<file path="config.mk">
export PLATFORM = sky130hd
export DESIGN_NAME = instr_decode_queue
export DESIGN_NICKNAME = d
export VERILOG_FILES = /design/src/rtl/decode_pkg.sv /design/src/rtl/imm_gen.sv /design/src/rtl/instr_decode_queue.sv
export SDC_FILE = /design/constraint.sdc
export NUM_CORES = 1
export LEC_CHECK = 0
export CAP_MARGIN = 30
export CORE_MARGIN = 1.5
export CORE_UTILIZATION = 52
export CTS_CLUSTER_SIZE = 24
export DETAILED_ROUTE_END_ITERATION = 10
export GPL_ROUTABILITY_DRIVEN = 0
export PLACE_DENSITY = 0.86
export SETUP_SLACK_MARGIN = 0.2
export SLEW_MARGIN = 20
export SYNTH_ARGS = -nofsm -noshare
export SYNTH_HDL_FRONTEND = slang
export SYNTH_SLANG_ARGS = --single-unit
</file>
<file path="constraint.sdc">
create_clock -name clk -period 5.8 [get_ports clk]
set_clock_uncertainty 0.05 [all_clocks]
set_input_delay 0.87 -clock clk [delete_from_list [all_inputs] [get_ports clk]]
set_output_delay 0.87 -clock clk [all_outputs]
set_load 0.005 [all_outputs]
</file>
<file path="src/rtl/decode_pkg.sv">
// ============================================================================
// Module      : decode_pkg
// Description : Opcode constants, format encoding and opcode-recognition helper
//               shared by the instruction decode queue.
// Revision    : 1.0 - initial release
// ============================================================================
`default_nettype none

package decode_pkg;

  localparam logic [6:0] OP_LOAD   = 7'h03;
  localparam logic [6:0] OP_IMM    = 7'h13;
  localparam logic [6:0] OP_IMM32  = 7'h1B;
  localparam logic [6:0] OP_JALR   = 7'h67;
  localparam logic [6:0] OP_SYSTEM = 7'h73;
  localparam logic [6:0] OP_REG    = 7'h33;
  localparam logic [6:0] OP_REG32  = 7'h3B;
  localparam logic [6:0] OP_STORE  = 7'h23;
  localparam logic [6:0] OP_BRANCH = 7'h63;
  localparam logic [6:0] OP_LUI    = 7'h37;
  localparam logic [6:0] OP_AUIPC  = 7'h17;
  localparam logic [6:0] OP_JAL    = 7'h6F;

  typedef enum logic [2:0] {
    FMT_R = 3'd0,
    FMT_I = 3'd1,
    FMT_S = 3'd2,
    FMT_B = 3'd3,
    FMT_U = 3'd4,
    FMT_J = 3'd5
  } fmt_e;

  function automatic logic f_opcode_known(input logic [6:0] i_op);
    case (i_op)
      OP_LOAD, OP_IMM, OP_IMM32, OP_JALR, OP_SYSTEM,
      OP_REG, OP_REG32, OP_STORE, OP_BRANCH,
      OP_LUI, OP_AUIPC, OP_JAL: f_opcode_known = 1'b1;
      default:                  f_opcode_known = 1'b0;
    endcase
  endfunction

endpackage

`default_nettype wire

</file>
<file path="src/rtl/imm_gen.sv">
// ============================================================================
// Module      : imm_gen
// Description : Combinational format classifier and sign-extended immediate
//               generator for a 32-bit instruction word.
// Revision    : 1.0 - initial release
// ============================================================================
`default_nettype none

module imm_gen
  import decode_pkg::*;
#(
  parameter int XLEN = 32
) (
  input  logic [31:0]     i_instr,
  output fmt_e            o_fmt,
  output logic [XLEN-1:0] o_imm
);

  logic signed [31:0] w_imm32;

  always_comb begin
    o_fmt   = FMT_R;
    w_imm32 = '0;
    case (i_instr[6:0])
      OP_REG, OP_REG32: o_fmt = FMT_R;
      OP_LOAD, OP_IMM, OP_IMM32, OP_JALR, OP_SYSTEM: begin
        o_fmt   = FMT_I;
        w_imm32 = {{20{i_instr[31]}}, i_instr[31:20]};
      end
      OP_STORE: begin
        o_fmt   = FMT_S;
        w_imm32 = {{20{i_instr[31]}}, i_instr[31:25], i_instr[11:7]};
      end
      OP_BRANCH: begin
        o_fmt   = FMT_B;
        w_imm32 = {{19{i_instr[31]}}, i_instr[31], i_instr[7],
                   i_instr[30:25], i_instr[11:8], 1'b0};
      end
      OP_LUI, OP_AUIPC: begin
        o_fmt   = FMT_U;
        w_imm32 = {i_instr[31:12], 12'b0};
      end
      OP_JAL: begin
        o_fmt   = FMT_J;
        w_imm32 = {{11{i_instr[31]}}, i_instr[31], i_instr[19:12],
                   i_instr[20], i_instr[30:21], 1'b0};
      end
      default: begin
        o_fmt   = FMT_R;
        w_imm32 = '0;
      end
    endcase
  end

  // Signed size cast sign-extends the 32-bit immediate to XLEN.
  assign o_imm = XLEN'(w_imm32);

endmodule

`default_nettype wire

</file>
<file path="src/rtl/instr_decode_queue.sv">
// ============================================================================
// Module      : instr_decode_queue
// Description : Valid/ready instruction FIFO presenting its head entry sliced
//               into decode fields. Optional macro DECODE_ILLEGAL_EN adds the
//               illegal-instruction flag output.
// Revision    : 1.0 - initial release
// ============================================================================
`default_nettype none

module instr_decode_queue
  import decode_pkg::*;
#(
  parameter int XLEN  = 32,
  parameter int DEPTH = 2
) (
  input  logic                     clk,
  input  logic                     rst_n,
  input  logic                     flush,
  input  logic                     in_valid,
  output logic                     in_ready,
  input  logic [31:0]              in_instr,
  input  logic [XLEN-1:0]          in_pc,
  output logic                     out_valid,
  input  logic                     out_ready,
  output logic [XLEN-1:0]          out_pc,
  output logic [6:0]               opcode,
  output logic [4:0]               rd,
  output logic [2:0]               funct3,
  output logic [4:0]               rs1,
  output logic [4:0]               rs2,
  output logic [6:0]               funct7,
  output logic [$clog2(XLEN)-1:0]  shamt,
  output logic [11:0]              csr,
  output logic [XLEN-1:0]          imm,
  output logic [2:0]               fmt,
  output logic [$clog2(DEPTH):0]   count
`ifdef DECODE_ILLEGAL_EN
  ,
  output logic                     illegal
`endif
);

  localparam int c_AW = $clog2(DEPTH);
  localparam int c_SW = $clog2(XLEN);

  logic [31:0]     r_instr [DEPTH];
  logic [XLEN-1:0] r_pc    [DEPTH];
  logic [c_AW-1:0] r_wptr;
  logic [c_AW-1:0] r_rptr;
  logic [c_AW:0]   r_count;

  logic            w_push;
  logic            w_pop;
  logic            w_out_valid;
  logic [31:0]     w_head;
  fmt_e            w_fmt;
  logic [XLEN-1:0] w_imm;

  assign in_ready    = (r_count < (c_AW+1)'(DEPTH));
  assign w_out_valid = (r_count != '0);
  assign w_push      = in_valid && in_ready;
  assign w_pop       = w_out_valid && out_ready;
  assign out_valid   = w_out_valid;
  assign count       = r_count;

  always_ff @(posedge clk) begin
    if (!rst_n) begin
      r_wptr  <= '0;
      r_rptr  <= '0;
      r_count <= '0;
      for (int i = 0; i < DEPTH; i++) begin
        r_instr[i] <= '0;
        r_pc[i]    <= '0;
      end
    end else if (flush) begin
      r_wptr  <= '0;
      r_rptr  <= '0;
      r_count <= '0;
    end else begin
      if (w_push) begin
        r_instr[r_wptr] <= in_instr;
        r_pc[r_wptr]    <= in_pc;
        r_wptr          <= r_wptr + c_AW'(1);
      end
      if (w_pop) begin
        r_rptr <= r_rptr + c_AW'(1);
      end
      case ({w_push, w_pop})
        2'b10:   r_count <= r_count + (c_AW+1)'(1);
        2'b01:   r_count <= r_count - (c_AW+1)'(1);
        default: r_count <= r_count;
      endcase
    end
  end

  assign w_head = r_instr[r_rptr];

  imm_gen #(.XLEN(XLEN)) u_imm_gen (
    .i_instr (w_head),
    .o_fmt   (w_fmt),
    .o_imm   (w_imm)
  );

  // Every presented field reads as zero while the queue is empty.
  always_comb begin
    out_pc = '0;
    opcode = '0;
    rd     = '0;
    funct3 = '0;
    rs1    = '0;
    rs2    = '0;
    funct7 = '0;
    shamt  = '0;
    csr    = '0;
    imm    = '0;
    fmt    = '0;
    if (w_out_valid) begin
      out_pc = r_pc[r_rptr];
      opcode = w_head[6:0];
      rd     = w_head[11:7];
      funct3 = w_head[14:12];
      rs1    = w_head[19:15];
      rs2    = w_head[24:20];
      funct7 = w_head[31:25];
      shamt  = w_head[20 +: c_SW];
      csr    = w_head[31:20];
      imm    = w_imm;
      fmt    = w_fmt;
    end
  end

`ifdef DECODE_ILLEGAL_EN
  assign illegal = w_out_valid &&
                   ((w_head[1:0] != 2'b11) || !f_opcode_known(w_head[6:0]));
`endif

endmodule

`default_nettype wire
</file>
# After elaboration in Yosys (flattened, before gate mapping)

Memories as Yosys holds them, arrays and structs flattened. A register that Yosys moved wholly into a read port is not among the register bits.
Cells that the tools add are included.

Register bits after elaboration: 4
Memory bits (writable): 128
Input bits: 69
Output and inout bits: 120
Logic and storage cells: 60
Memories kept: 2

Memory list:

| memory  | depth | width | rd ports | clocked after Yosys merged registers in | wr ports | RTL line                 | RTL |
|---|---|---|---|---|---|---|---|
| r_instr | 2     | 32    | 1        | 1                                       | 2        | instr_decode_queue.sv:46 | `logic [31:0] r_instr [DEPTH];` |
| r_pc    | 2     | 32    | 1        | 1                                       | 2        | instr_decode_queue.sv:47 | `logic [XLEN-1:0] r_pc [DEPTH];` |

$add $sub $neg: 4
Bitwise logic cells: 1
Reduce and logical (&&, ||, !) cells: 9
Order comparisons: 1
Multiplexer cells: 28
Eq/ne operators: 12

Operator list:

| kind                | count |
|---|---|
| $pmux 32 s5         | 1 |
| $mux 32             | 4 |
| $reduce_or 32->1    | 2 |
| $eq 7x7->1 const B  | 4 |
| $eq 7x5->1 const B  | 3 |
| $mux 5              | 3 |
| $pmux 3 s5          | 1 |
| $eq 7x6->1 const B  | 2 |
| $mux 7              | 2 |
| $mux 1              | 13 |
| $mux 12             | 1 |
| $eq 7x2->1 const B  | 1 |
| $mux 3              | 2 |
| $reduce_or 5->1     | 1 |
| $pmux 2 s2          | 1 |
| $reduce_bool 2->1   | 2 |
| $reduce_or 2->1     | 2 |
| $add 1x1->1 const B | 2 |
| $add 2x1->2 const B | 1 |
| $eq 2x1->1 const B  | 1 |
| $eq 2x2->1 const B  | 1 |
| $logic_and 1x1->1   | 2 |
| $lt 2x2->1 const B  | 1 |
| $sub 2x1->2 const B | 1 |
| $not 1->1           | 1 |

# Depth between registers and ports, before layout

Gate-level depths: netlist of run 1.

Depth after elaboration: 8
Gate-level depth with buffers: 8
Depth with buffers taken out: 7

# Cells and area by module

A second synthesis of run 1 with hierarchy kept.

Cell total of the unflattened synthesis: 584
Area total of the unflattened synthesis: 7056.8 µm²

By module, submodules not included:

| module             | cells each | times used | area an instance (µm²) | sequential area each (µm²) |
|---|---|---|---|---|
| instr_decode_queue | 513        | 1          | 6492.5                 | 3943.8 |
| imm_gen            | 71         | 1          | 564.3                  | 0.0 |

# Least setup slack after synthesis of run 1

Ideal clock, no wire load.

Kind: input port to flip-flop
Start: input port flush
End: memory r_instr[0][0], enable pin
Buffers on the path: 1
Required time: 5317 ps
Library setup time: 433 ps
Setup slack: 2195 ps
Arrival time: 3122 ps
Stages on the path: 4
Path through: nand2b_1 > nor3_1 > clkbuf_1 > nand2b_1

RTL lines:

| element            | RTL line                 | RTL |
|---|---|---|
| start: declaration | instr_decode_queue.sv:18 | `input logic flush,` |
| end: declaration   | instr_decode_queue.sv:46 |  |

==> results of run 1 <==
-- through the flow --
stage / hold slack (ns) / std cells
CTS: 0.501 / 914
floorplan: 0.431 / 566
global placement: 0.447 / 881
finish: 0.491 / 914
detailed placement: 0.473 / 882
global route: 0.552 / 914
-- flip-flops by register name (all words and copies together), names as in the netlist, named ones only --
name and cells:
count 2, r_instr 64, r_pc 64, r_rptr 1
r_wptr 1
-- synthesized netlist by cell type (4+ instances only) --
cell type / instances / area share
a21oi_1: 29 / 0.021
and2_1: 144 / 0.13
and2b_1: 5 / 0.0055
buf_2: 5 / 0.0037
buf_4: 18 / 0.020
buf_6: 4 / 0.0066
clkbuf_1: 20 / 0.011
dfxtp_1: 5 / 0.015
edfxtp_1: 128 / 0.56
mux2_2: 19 / 0.031
mux2i_1: 48 / 0.071
nand2_1: 16 / 0.0088
nand2b_1: 10 / 0.0092
nor2_1: 63 / 0.035
nor3_1: 8 / 0.0059
o21ai_0: 6 / 0.0044
or3_1: 4 / 0.0037
-- final timing paths --
check | startpoint | end
hold reg to reg | r_rptr$_SDFFE_PP0P_ | r_rptr$_SDFFE_PP0P_
setup / recovery | flop | imm[27]
setup reg to reg | count[1]$_SDFFE_PP0P_ | r_instr[1][28]$_SDFFCE_PN0P_
hold / removal | r_rptr$_SDFFE_PP0P_ | r_rptr$_SDFFE_PP0P_
-- area by class of cell --
cell class | count | share of cell area
multi-input combinational | 381 | 0.277
tap | 172 | 0.0231
clock inverter | 13 | 0.0212
sequential | 133 | 0.424
clock buffer | 19 | 0.0465
inverter | 3 | 0.00121
timing repair buffer | 193 | 0.207
-- cells by family (layout without fill, tap and decap cells) --
kind of cell | count (synthesis) | in the layout | synth area share
fa+ha+maj | 1 | 1 | 0.00184
mux | 70 | 70 | 0.109
flops | 133 | 133 | 0.579
compound gates | 46 | 46 | 0.0470
buf+inv | 52 | 228 | 0.0468
xor+xnor | 4 | 4 | 0.00515
simple gates | 260 | 260 | 0.211
-- routing by layer --
metal | routed length [µm] | GRT usage
met1 | 6440 | 0.276
met2 | 8810 | 0.439
met3 | 893 | 0.0501
met4 | 481 | 0.112
met5 | 0 | 0
-- tightest hold or removal path, cell delays in order (launching register included) --
cell and delay [ns]:
dfxtp_1 0.33, xnor2_1 0.09, nor2_1 0.09
-- power by group --
| group | internal [mW] | switching, mW | leakage (nW) |
|---|---|---|---|
| logic | 0.127 | 0.117 | 1.54 |
| clock network | 0.726 | 0.413 | 0.303 |
| registers | 1.10 | 0.0189 | 1.37 |
| total | 1.96 | 0.549 | 3.21 |
-- cell usage in the layout, fill, tap and decap left out, types with 4 or more instances in the layout --
cell             netlist  layout
edfxtp_1             128     128
nand2_1               16      16
o21ai_0                6       6
bufinv_16              0       4
clkinv_4               0       5
mux2i_1               48      48
buf_4                 18       4
nor3_1                 8       6
nor2_1                63      62
clkbuf_16              0      17
a21oi_1               29      29
or3_1                  4       4
nand2b_1              10       8
and2_1               144     144
dfxtp_1                5       4
mux2_2                19      19
clkdlybuf4s50_1        0     188
and2b_1                5       5
==> results.toml, run 1 <==
[run_status]
run_status = "finished clean"

[floorplan]
die_h_um = 117
initial_core_utilization = 0.535
core_area_um2 = 12700
io_pins = 189
die_area_um2 = 13800
num_rows = 41
chip_width_um = 117

[timing]
setup_viol = 0
fin_tns_setup_ns = 0
setup_repair_after_global_routing_missed_its_margin = "false"
layout_worst_path_cycle_share = 0.744
timing.final.hold_violations = 0
post-route-worst-setup-slack_ns = 1.48
worst-slew-pin-transition_ns = 0.963
fmaxAchievable_mhz = 232
timing_max_transition_violations_final = 0
slew_headroom = 0.358
time_the_worst_path_needs_with_i_o_delays_and_setup_ns = 4.32

[placed_design]
place_worst_setup_slack_ns = 1.98
io_buffers = 188
post_dp_cell_area_um2 = 8680
dp_hpwl_um = 11000

[clock_network]
cts-buffers-inserted = 17
cts_resized = 0
holdBufCountCts = 0
clk-insertion-delay-late_ns = 0.41
cts-root-buf = "clkbuf_16"
cts_tree = "built"
h-tree-depth = 4
post-cts-setup-buffers = 0
tritoncts_sink_count = 133
clkTransAtPathRegs_ns = 0.06
max-clock-path-buffers = 2

[route]
first_iter_violations = 264
route.antenna.remaining_nets = 0
route.vias.total = 4902
drt_pass1_iterations = 5
drc = 0
avgRoutedWirePerCell_um = 18.2
drt-total-wl_um = 16600
viasPerCell = 5.36

[yosys]
syn-cell-area_um2 = 6810
synth_cell_types = 42
synth_top_flop_cell = "edfxtp_1"
ys.warnings.count = 0
postSynthCellCount = 566
syn-num-nets = 636
synth_seq_area_share = 0.579
postSynthRegisterBits = 133
synth_enable_flop_cells = 128
async_set_or_reset_flop_fraction_in_the_synthesized_netlist = 0
synth_area_per_inst_um2 = 12.0

[cells_and_area]
num-fill-cells = 902
antenna_cells = 0
post-route-util = 0.732
multi_input_comb_area_um2 = 2580
final_cell_area_um2 = 9310
post_route_cells_drive_above_1_share = 0.0970
ff_latch_area_um2 = 3950
area_delta_synth_final_pct = 36.7
finalNetCount = 799

[global_route]
grt_first_pass_wirelength_um = 25900
first_global_vias = 5044
grt_start_max_net_pins = 65
global_route.usage.total = 0.243
congestion_overflow_gr = 0
antenna_found_initial = 0

[setup_path]
worst_ep_required_time_ns = 4.88
crit_buf_inv = 1
worst-path-stages = 6
criticalPathCategory = "flop to output port"
critical_path.max_fanout = 20
r2r_setup_slack_ns = 3.68
cp_cell_sequence = "mux2_2 -> o211ai_1 -> a211oi_4 -> o31ai_2 -> a21oi_1 -> clkdlybuf4s50_1"
worstPathArrival_ns = 3.40
cp-start-kind = "flop"
setup.worst_path.end_class = "output port"
worst_path_dominant_cell_family = "compound AO/OA/AOI/OAI gates"
critPathSlowestCell = "o31ai_2"
reg2regPathDepth = 4
timing.critical_path.slowest_cell_delay_ns = 0.82

[min_path]
min_delay_path_depth = 2
worstHoldPathType = "flop to flop"

[flow_run]
max-cap-violations = 0

[power_and_ir_drop]
power_leakage_nw = 3.21
vdd.ir_drop.worst_v = 0.000146
pwr_density_cell_nw_per_um2 = 269
post-layout-total-power_mw = 2.51
Note: power is estimated with default switching activity, not from simulation.
==> run 2, diff against run 1 <==
--- a/config.mk
+++ b/config.mk
@@ -7,11 +7,11 @@
 export LEC_CHECK = 0
 export CAP_MARGIN = 30
 export CORE_MARGIN = 1.5
-export CORE_UTILIZATION = 52
+export CORE_UTILIZATION = 49
 export CTS_CLUSTER_SIZE = 24
 export DETAILED_ROUTE_END_ITERATION = 10
 export GPL_ROUTABILITY_DRIVEN = 0
-export PLACE_DENSITY = 0.86
+export PLACE_DENSITY = 0.81
 export SETUP_SLACK_MARGIN = 0.2
 export SLEW_MARGIN = 20
 export SYNTH_ARGS = -nofsm -noshare
==> constraint.sdc (replaced) <==
create_clock -name clk -period 4.1 [get_ports clk]
set_clock_uncertainty 0.05 [all_clocks]
set_input_delay 0.615 -clock clk [delete_from_list [all_inputs] [get_ports clk]]
set_output_delay 0.615 -clock clk [all_outputs]
set_load 0.005 [all_outputs]
==> results.toml, run 2 (synthesized netlist as in run 1, its figures left out) <==
[floorplan]
io_pins = 189
num_rows = 42
core_area_um2 = 13400
die_h_um = 121
chip_width_um = 121
initial_core_utilization = 0.508
die_area_um2 = 14600

[setup_path]
timing.critical_path.slowest_cell_delay_ns = 0.50
cp_cell_sequence = "mux2_2 -> o211ai_1 -> a211oi_4 -> buf_4 -> nor3_2 -> and2b_1 -> clkdlybuf4s50_1"
cp-start-kind = "flop"
worst-path-stages = 7
timing.rr.end = "count[1]$_SDFFE_PP0P_"
worstPathArrival_ns = 3.07
crit_buf_inv = 2
worst_ep_required_time_ns = 3.43
critPathSlowestCell = "dfxtp_4"
critical_path.max_fanout = 16
r2r-start = "count[1]$_SDFFE_PP0P_"
setup.worst_path.end_class = "output port"
reg2regPathDepth = 6
r2r_setup_slack_ns = 1.55
worst_path_dominant_cell_family = "buffers and inverters"
criticalPathCategory = "flop to output port"

[cells_and_area]
finalNetCount = 807
final_cell_area_um2 = 9380
most-common-layout-cells = "clkdlybuf4s50_1, and2_1, edfxtp_1"
post_route_cells_drive_above_1_share = 0.112
mostFrequentLayoutCell = "clkdlybuf4s50_1"
area_delta_synth_final_pct = 37.7
antenna_cells = 0

[timing]
setup_viol = 0
timing_max_transition_violations_final = 0
holdWs_ns = 0.480
timing.final.hold_violations = 0
worst-slew-pin-transition_ns = 0.815
layout_worst_path_cycle_share = 0.911
setup_repair_after_global_routing_missed_its_margin = "false"
fin_tns_setup_ns = 0
fmaxAchievable_mhz = 268
slew_headroom = 0.456
time_the_worst_path_needs_with_i_o_delays_and_setup_ns = 3.74

[global_route]
congestion_overflow_gr = 0
first_global_vias = 4986
global_route.usage.total = 0.232
grt_first_pass_wirelength_um = 25400
grt_start_max_net_pins = 65
antenna_found_initial = 0

[route]
viasPerCell = 5.31
first_iter_violations = 303
drt_pass1_iterations = 6
route.antenna.remaining_nets = 0
drc = 0
avgRoutedWirePerCell_um = 18.3
route.vias.total = 4919
drt-total-wl_um = 17000

[power_and_ir_drop]
pwr_density_cell_nw_per_um2 = 354
vdd.ir_drop.worst_v = 0.000284
power_leakage_nw = 3.24

[placed_design]
io_buffers = 188
post_dp_cell_area_um2 = 8680
dp_hpwl_um = 10800

[clock_network]
clkTransAtPathRegs_ns = 0.06
clk-insertion-delay-late_ns = 0.41
cts_tree = "built"
h-tree-depth = 4
max-clock-path-buffers = 2
cts-buffers-inserted = 17
tritoncts_sink_count = 133
cts-root-buf = "clkbuf_16"

[min_path]
timing.hold.worst.start = "r_rptr$_SDFFE_PP0P_"
min_delay_path_depth = 2
worstHoldPathType = "flop to flop"

[run_status]
run_status = "finished clean"

[flow_run]
max-cap-violations = 0
## run 2: what timing repair did
item,in CTS,in global routing
resized for setup,4,4
cloned,0,1
hold buffers,0,0
buffers inserted,0,5
setup endpoints to repair,32,33
pin swaps,0,3
## run 2: area by class of cell
type	instances	area (µm²)
clock inverter	13	109
clock buffer	19	433
multi-input combinational	382	2630
timing repair buffer	200	2030
sequential	133	3950
inverter	3	11.3
tap	176	220
fill	957	4020
## run 2: how the worst max path moves through the flow
stage,end,slack [ns]
after floorplan,r_instr[0][0]$_SDFFCE_PN0P_,0.75
after global placement,imm[28],0.50
after detailed placement,imm[20],0.42
after CTS,imm[30],0.20
after global routing,imm[8],0.23
final,imm[7],0.36
## run 2: metrics by stage
step	setup WS, ns	cells	total power [mW]	util
2_1_floorplan	0.750	566	1.78	-
3_3_place_gp	0.502	886	1.95	0.648
3_5_place_dp	0.423	886	1.96	0.648
4_1_cts	0.195	918	3.33	0.690
5_1_grt	0.227	926	3.43	0.700
6_report	0.363	926	3.32	0.700
## run 2: tightest hold or removal path, stage by stage (launching register included)
cell and delay [ns]:
dfxtp_1 0.32, xnor2_1 0.09, nor2_1 0.08
## run 2: routing by layer
| layer | up-vias | GRT usage | part of all wire |
|---|---|---|---|
| li1 | 2304 | - | - |
| met3 | 37 | 0.0536 | 0.048 |
| met1 | 2401 | 0.267 | 0.40 |
| met4 | 0 | 0.0978 | 0.028 |
| met2 | 177 | 0.412 | 0.52 |
| met5 | - | 0 | 0 |
## run 2: where the power goes
part           internal (mW)  switching, mW
Clock                  0.829          0.546
Combinational          0.188          0.173
Sequential              1.56         0.0263
